<file path="config.mk">
export PLATFORM = sky130hd
export DESIGN_NAME = csla_design
export DESIGN_NICKNAME = d
export VERILOG_FILES = /design/src/rtl/csla_design_pkg.sv /design/src/rtl/csla_design_full_adder.sv /design/src/rtl/csla_design.sv
export SDC_FILE = /design/constraint.sdc
export NUM_CORES = 1
export LEC_CHECK = 0
export CAP_MARGIN = 20
export CORE_AREA = 8 8 45 47
export CTS_CLUSTER_SIZE = 28
export DETAILED_ROUTE_END_ITERATION = 8
export DIE_AREA = 0 0 53 55
export SLEW_MARGIN = 20
export SYNTH_ARGS = -nofsm -noshare
export SYNTH_HDL_FRONTEND = slang
export SYNTH_SLANG_ARGS = --single-unit
export TNS_END_PERCENT = 50
</file>
<file path="constraint.sdc">
create_clock -name clk -period 0.8 [get_ports clk]
set_input_delay 0.24 -clock clk [delete_from_list [all_inputs] [get_ports clk]]
set_output_delay 0.24 -clock clk [all_outputs]
set_load 0.01 [all_outputs]
</file>
<file path="src/rtl/csla_design_pkg.sv">
// Shared constants for the registered 4-bit carry-select adder.
//   ADD_W : operand width in bits
//   GRP_W : width of the lower ripple group; the upper group is ADD_W-GRP_W bits
//   OUT_W : width of the registered result {Cout, S3..S0}
package csla_design_pkg;
  localparam int unsigned ADD_W = 4;
  localparam int unsigned GRP_W = 2;
  localparam int unsigned OUT_W = ADD_W + 1;
endpackage

</file>
<file path="src/rtl/csla_design_full_adder.sv">
// Single-bit full adder, the building block of every ripple chain in the
// carry-select adder.
// Ports:
//   a, b  : addend bits
//   cin   : carry in
//   sum   : a ^ b ^ cin
//   cout  : carry out, ab | cin(a ^ b)
module full_adder (
  input  logic a,
  input  logic b,
  input  logic cin,
  output logic sum,
  output logic cout
);

  logic prop;

  assign prop = a ^ b;
  assign sum  = prop ^ cin;
  assign cout = (a & b) | (cin & prop);

endmodule

</file>
<file path="src/rtl/csla_design.sv">
// Registered 4-bit carry-select adder with bit-level ports.
// The lower 2-bit group ripples from Cin. The upper 2-bit group is computed
// twice in parallel, once with preset carry Cin1 (path P0) and once with Cin2
// (path P1); the lower group's carry-out c2 picks one. With Cin1=0/Cin2=1 the
// result is A + B + Cin modulo 32. All outputs come straight from flops.
// Ports:
//   clk            : rising-edge clock
//   rst_n          : asynchronous active-low reset, clears all outputs
//   A0..A3, B0..B3 : operand bits, bit 0 is the LSB
//   Cin            : carry into bit 0
//   Cin1, Cin2     : preset carries for upper paths P0 and P1
//   S0..S3, Cout   : registered sum bits and carry out (1-cycle latency)
module csla_design
  import csla_design_pkg::*;
(
  input  logic clk,
  input  logic rst_n,
  input  logic A0,
  input  logic A1,
  input  logic A2,
  input  logic A3,
  input  logic B0,
  input  logic B1,
  input  logic B2,
  input  logic B3,
  input  logic Cin,
  input  logic Cin1,
  input  logic Cin2,
  output logic S0,
  output logic S1,
  output logic S2,
  output logic S3,
  output logic Cout
);

  logic [ADD_W-1:0] a;
  logic [ADD_W-1:0] b;

  assign a = {A3, A2, A1, A0};
  assign b = {B3, B2, B1, B0};

  // Lower group: plain 2-stage ripple from Cin.
  logic [GRP_W-1:0] s_lo;
  logic             c1;
  logic             c2;

  full_adder u_fa_lo0 (.a(a[0]), .b(b[0]), .cin(Cin), .sum(s_lo[0]), .cout(c1));
  full_adder u_fa_lo1 (.a(a[1]), .b(b[1]), .cin(c1),  .sum(s_lo[1]), .cout(c2));

  // Upper group, speculative path P0 (carry-in Cin1).
  logic s2_p0, s3_p0, c3_p0, co_p0;

  full_adder u_fa_p0_2 (.a(a[GRP_W]),   .b(b[GRP_W]),   .cin(Cin1),  .sum(s2_p0), .cout(c3_p0));
  full_adder u_fa_p0_3 (.a(a[GRP_W+1]), .b(b[GRP_W+1]), .cin(c3_p0), .sum(s3_p0), .cout(co_p0));

  // Upper group, speculative path P1 (carry-in Cin2).
  logic s2_p1, s3_p1, c3_p1, co_p1;

  full_adder u_fa_p1_2 (.a(a[GRP_W]),   .b(b[GRP_W]),   .cin(Cin2),  .sum(s2_p1), .cout(c3_p1));
  full_adder u_fa_p1_3 (.a(a[GRP_W+1]), .b(b[GRP_W+1]), .cin(c3_p1), .sum(s3_p1), .cout(co_p1));

  // Result register {Cout, S3, S2, S1, S0}.
  logic [OUT_W-1:0] res_d;
  logic [OUT_W-1:0] res_q;

  always_comb begin
    res_d = '0;
    res_d[GRP_W-1:0] = s_lo;
    // c2 selects which speculative upper result is real; the preset carries
    // are used as given, so non-nominal Cin1/Cin2 propagate unchanged.
    if (c2) begin
      res_d[OUT_W-1:GRP_W] = {co_p1, s3_p1, s2_p1};
    end else begin
      res_d[OUT_W-1:GRP_W] = {co_p0, s3_p0, s2_p0};
    end
  end

  // NOTE: sequential state uses non-blocking assignments so every flop samples
  // pre-edge values; the async clear drops any in-flight result immediately.
  always_ff @(posedge clk or negedge rst_n) begin
    if (!rst_n) begin
      res_q <= '0;
    end else begin
      res_q <= res_d;
    end
  end

  assign S0   = res_q[0];
  assign S1   = res_q[1];
  assign S2   = res_q[2];
  assign S3   = res_q[3];
  assign Cout = res_q[4];

endmodule

</file>
# Yosys cells after proc, flatten, opt, wreduce, memory -nomap -nowiden
# Index checks and enable logic that the tools add are counted.
# op_classes
n_addsub	0
multipliers	0
n_div	0
magnitude_cmp	0
n_eq_ne	0
shifts	0
mux	1
bitwise	26
n_reduce_logical	0
# op_table
operator	n
$and 1x1->1	10
$xor 1x1->1	10
$or 1x1->1	6
$mux 3	1
# word_totals
ff_bits	5
latchBits	0
ram_bits	0
romBits	0
inputBits	13
out_inout_bits	5
mem_count	0

# Longest topological paths before layout
# depth
depth_word	6
mapped_depth	9
ltp_nobuf	9

# Modules after synthesis
# Synthesis repeated with hierarchy kept, for this count alone.
# unflattened
hier_cells	14
hier_area_um2	279.0
# modules_own_cells
module	instances	cells_each	area_per_inst_um2
csla_design	1	8	158.9
full_adder	6	1	20.0

# Worst setup path after synthesis
# OpenSTA, ideal clock, no wires.
# synth_timing
path_kind	input -> register
startpoint	input A0
endpoint	register res_q[3]
arrival_time_ns	2.072
t_required_ns	0.736
path_slack_ns	-1.336
stages	9
path_buffers	0
cell_sequence	inv_1 > fa_1 > inv_1 > fa_1 > mux2_4 > fa_1 > inv_1 > fa_1 > inv_1
# synth_via
elab_chain_len	6
elab_cells_between_ends	7
cone_classes	mux (1); bitwise (6)
# synth_rtl
item	line	source
start, declared	csla_design.sv:18	input logic A0,
$xor 1x1->1	csla_design_full_adder.sv:18	assign prop = a ^ b;
$and 1x1->1	csla_design_full_adder.sv:20	assign cout = (a & b) | (cin & prop);
$or 1x1->1 (*)	csla_design_full_adder.sv:20	
$and 1x1->1 (*)	csla_design_full_adder.sv:20	
$or 1x1->1 (*)	csla_design_full_adder.sv:20	
$mux 3 (*)	csla_design.sv:71	if (c2) begin
via res_d[3]	csla_design.sv:63	logic [OUT_W-1:0] res_d;
end signal, assigned	csla_design.sv:84	res_q <= res_d;
end, declared	csla_design.sv:64	logic [OUT_W-1:0] res_q;
# Mark *: on every way through the listed nets, which the timed path passes. The rest lies on a longest branch.

# Worst setup path after layout
# layout_timing
startpoint	input Cin
endpoint	register res_q[3]
# layout_via
elab_chain_len	5
# layout_rtl
item	line	source
start, declared	csla_design.sv:26	input logic Cin,
$and 1x1->1	csla_design_full_adder.sv:20	
$or 1x1->1	csla_design_full_adder.sv:20	
$and 1x1->1	csla_design_full_adder.sv:20	
$or 1x1->1	csla_design_full_adder.sv:20	
$mux 3	csla_design.sv:71	
via res_d[3]	csla_design.sv:63	
# The timed path passes the listed nets, and every way through them passes these cells.

==> results.json <==
{
  "violations": "negative setup slack",
  "fin_util": 0.339,
  "timing.final.ws_setup_ns": -1.14,
  "cts_buffers": 3,
  "fp.dieArea_sq_um": 2920,
  "slew_violations": 0,
  "min_period_ns": 1.94,
  "regArea_sq_um": 125,
  "routed_wl_microns": 577,
  "yosysTopAreaCellShare": 0.485,
  "drive_above_1_share": 0.488,
  "powerDensity_nw_per_um2": 1740,
  "status": "finished, violations left",
  "fin_nets": 59,
  "ys_top_cells_by_count": "inv_1 (10), dfrtp_1 (5), fa_1 (4)",
  "rsz0062_at_grt": "true",
  "synth_cell_type_count": 4,
  "clkPwrFrac": 0.345,
  "switching_share": 0.247,
  "async_flop_share": 1.00,
  "drcViolationCount": 0,
  "area_delta_synth_final_pct": 82.0,
  "largest_reg_flops": 5,
  "grt_pass1_vias": 228,
  "drtPass1Iterations": 1,
  "pre_cts_slack_ns": -1.95,
  "drv_cap": 0,
  "design_area_sq_um": 469,
  "cp-start-kind": "input port",
  "synth_area_leaders": "dfrtp_1 (49%), fa_1 (31%), inv_1 (15%)",
  "synth_area_sq_um": 258,
  "end_kind": "flip-flop",
  "fp-row-count": 14,
  "grt_pass1_wl_microns": 931,
  "p_int_w": 0.000614,
  "vias": 196,
  "dp_hpwl_microns": 510,
  "gp_congestion": 0.694,
  "largest_register": "res_q",
  "insertedDiodeCount": 0,
  "die_w_microns": 53,
  "crit_start": "Cin",
  "htreeDepth": 1,
  "hp-class": "input port to async pin",
  "avgSynthCellArea_sq_um": 12.9,
  "power_frac_comb": 0.275,
  "setup_violations": 9,
  "cts_num_sinks": 5,
  "worst_pin_slew_ns": 0.228,
  "grt-ovfl-total": 0,
  "cts.clk_slew.worst_paths_ns": 0.04,
  "gr-usage-all-layers": 0.0473,
  "p_total_w": 0.000815,
  "cts-root-buf": "clkbuf_4",
  "cts_buffer_depth": 2,
  "synthFlopType": "dfrtp_1",
  "io_buffer_count": 17,
  "synth_fp_nets": 37,
  "multi_input_area_sq_um": 103,
  "synthCells": 20,
  "synth_area_leader_cell": "dfrtp_1",
  "crit_fanout": 1,
  "fmax_ghz": 0.516,
  "fin_crit_sh": 2.42,
  "vias_per_cell": 3.44,
  "worstPathArrival_ns": 2.12,
  "hold_buffers": 0,
  "place_area_sq_um": 463,
  "path_class": "input port to flip-flop",
  "seq_power_share": 0.380,
  "ys_seq_elements": 5,
  "ir_drop_v": 0.000452,
  "yosysMostFrequentCell": "inv_1",
  "grt_max_degree": 6,
  "coreArea_sq_um": 1380,
  "switchingPower_w": 0.000201,
  "seq_area_frac_synth": 0.485,
  "die_h_microns": 55,
  "tns_ns": -3.96,
  "synth_edf_count": 0,
  "worstPathRequired_ns": 0.98,
  "ios": 18,
  "start_util": 0.186,
  "top_regs": "res_q x5",
  "slew_headroom": 0.848,
  "hold_viol_final": 0,
  "cts_tree": "yes",
  "antenna_found_initial": 0,
  "ys_warn_count": 0,
  "postRouteAntennaNets": 0,
  "leakage_nw": 0.235,
  "drt_iter0_markers": 0,
  "wl_per_cell_microns": 10.1,
  "num-fill-cells": 148
}
worst paths after layout:
kind                       cells past startpoint                  to
worst max-delay path                          10  res_q[3]$_DFF_PN0_
min in group clk                               4  res_q[0]$_DFF_PN0_
worst min-delay path                           1  res_q[3]$_DFF_PN0_
max in group asynchronous                      1  res_q[2]$_DFF_PN0_
layer usage:
layer  part of all wire  GRT usage  vias to the layer above
met1               0.41     0.0465                       78
li1                   -          -                       94
met4              0.038     0.0647                        0
met3               0.23     0.0401                        4
met5                  0          0                        -
met2               0.32     0.0508                       20
logic make-up after synthesis:
kind of cell  count (synthesis)  synth area share
mux                           1            0.0582
buf+inv                      10             0.146
fa+ha+maj                     4             0.311
flops                         5             0.485
repair_timing:
item,4_1_cts,5_1_grt
pin swaps,4,0
resized for setup,36,2
setup buffers,0,0
setup endpoints to repair,10,9
cell type report:
cell class              instances  share of cell area
inverters                      10              0.0960
flip-flops and latches          5               0.267
multi-input cells               5               0.219
repair buffers                 17               0.320
well taps                      16              0.0427
clock buffers                   4              0.0560
metrics by stage:
step                hold slack, ns  std cells
floorplan                  -0.0556         20
global placement             0.477         53
detailed placement           0.477         53
CTS                          0.218         57
global route                 0.216         57
finish                       0.224         57
worst max-delay path: stages:
cell,delay [ns]
buf_8,0.08
inv_8,0.02
fa_2,0.37
inv_2,0.06
fa_2,0.19
mux2_4,0.30
fa_2,0.33
inv_2,0.06
fa_1,0.39
inv_1,0.06
cells in the final DEF (no fill, tap or decap):
cell type,count
buf_2,5
buf_6,2
buf_8,1
clkbuf_1,1
clkbuf_4,3
clkdlybuf4s50_1,7
dfrtp_1,5
dlygate4sd2_1,2
fa_1,1
fa_2,3
inv_1,5
inv_2,4
inv_8,1
mux2_4,1
power by group through the flow:
stage                     combinational, W  sequential (W)  clock (W)
final                             0.000224        0.000310   0.000282
after global placement            0.000252        0.000310          0
after floorplan                  0.0000641        0.000333          0
after global routing              0.000249        0.000313   0.000318
after CTS                         0.000212        0.000305   0.000302
after detailed placement          0.000256        0.000311          0
(Power assumes the default switching activity.)
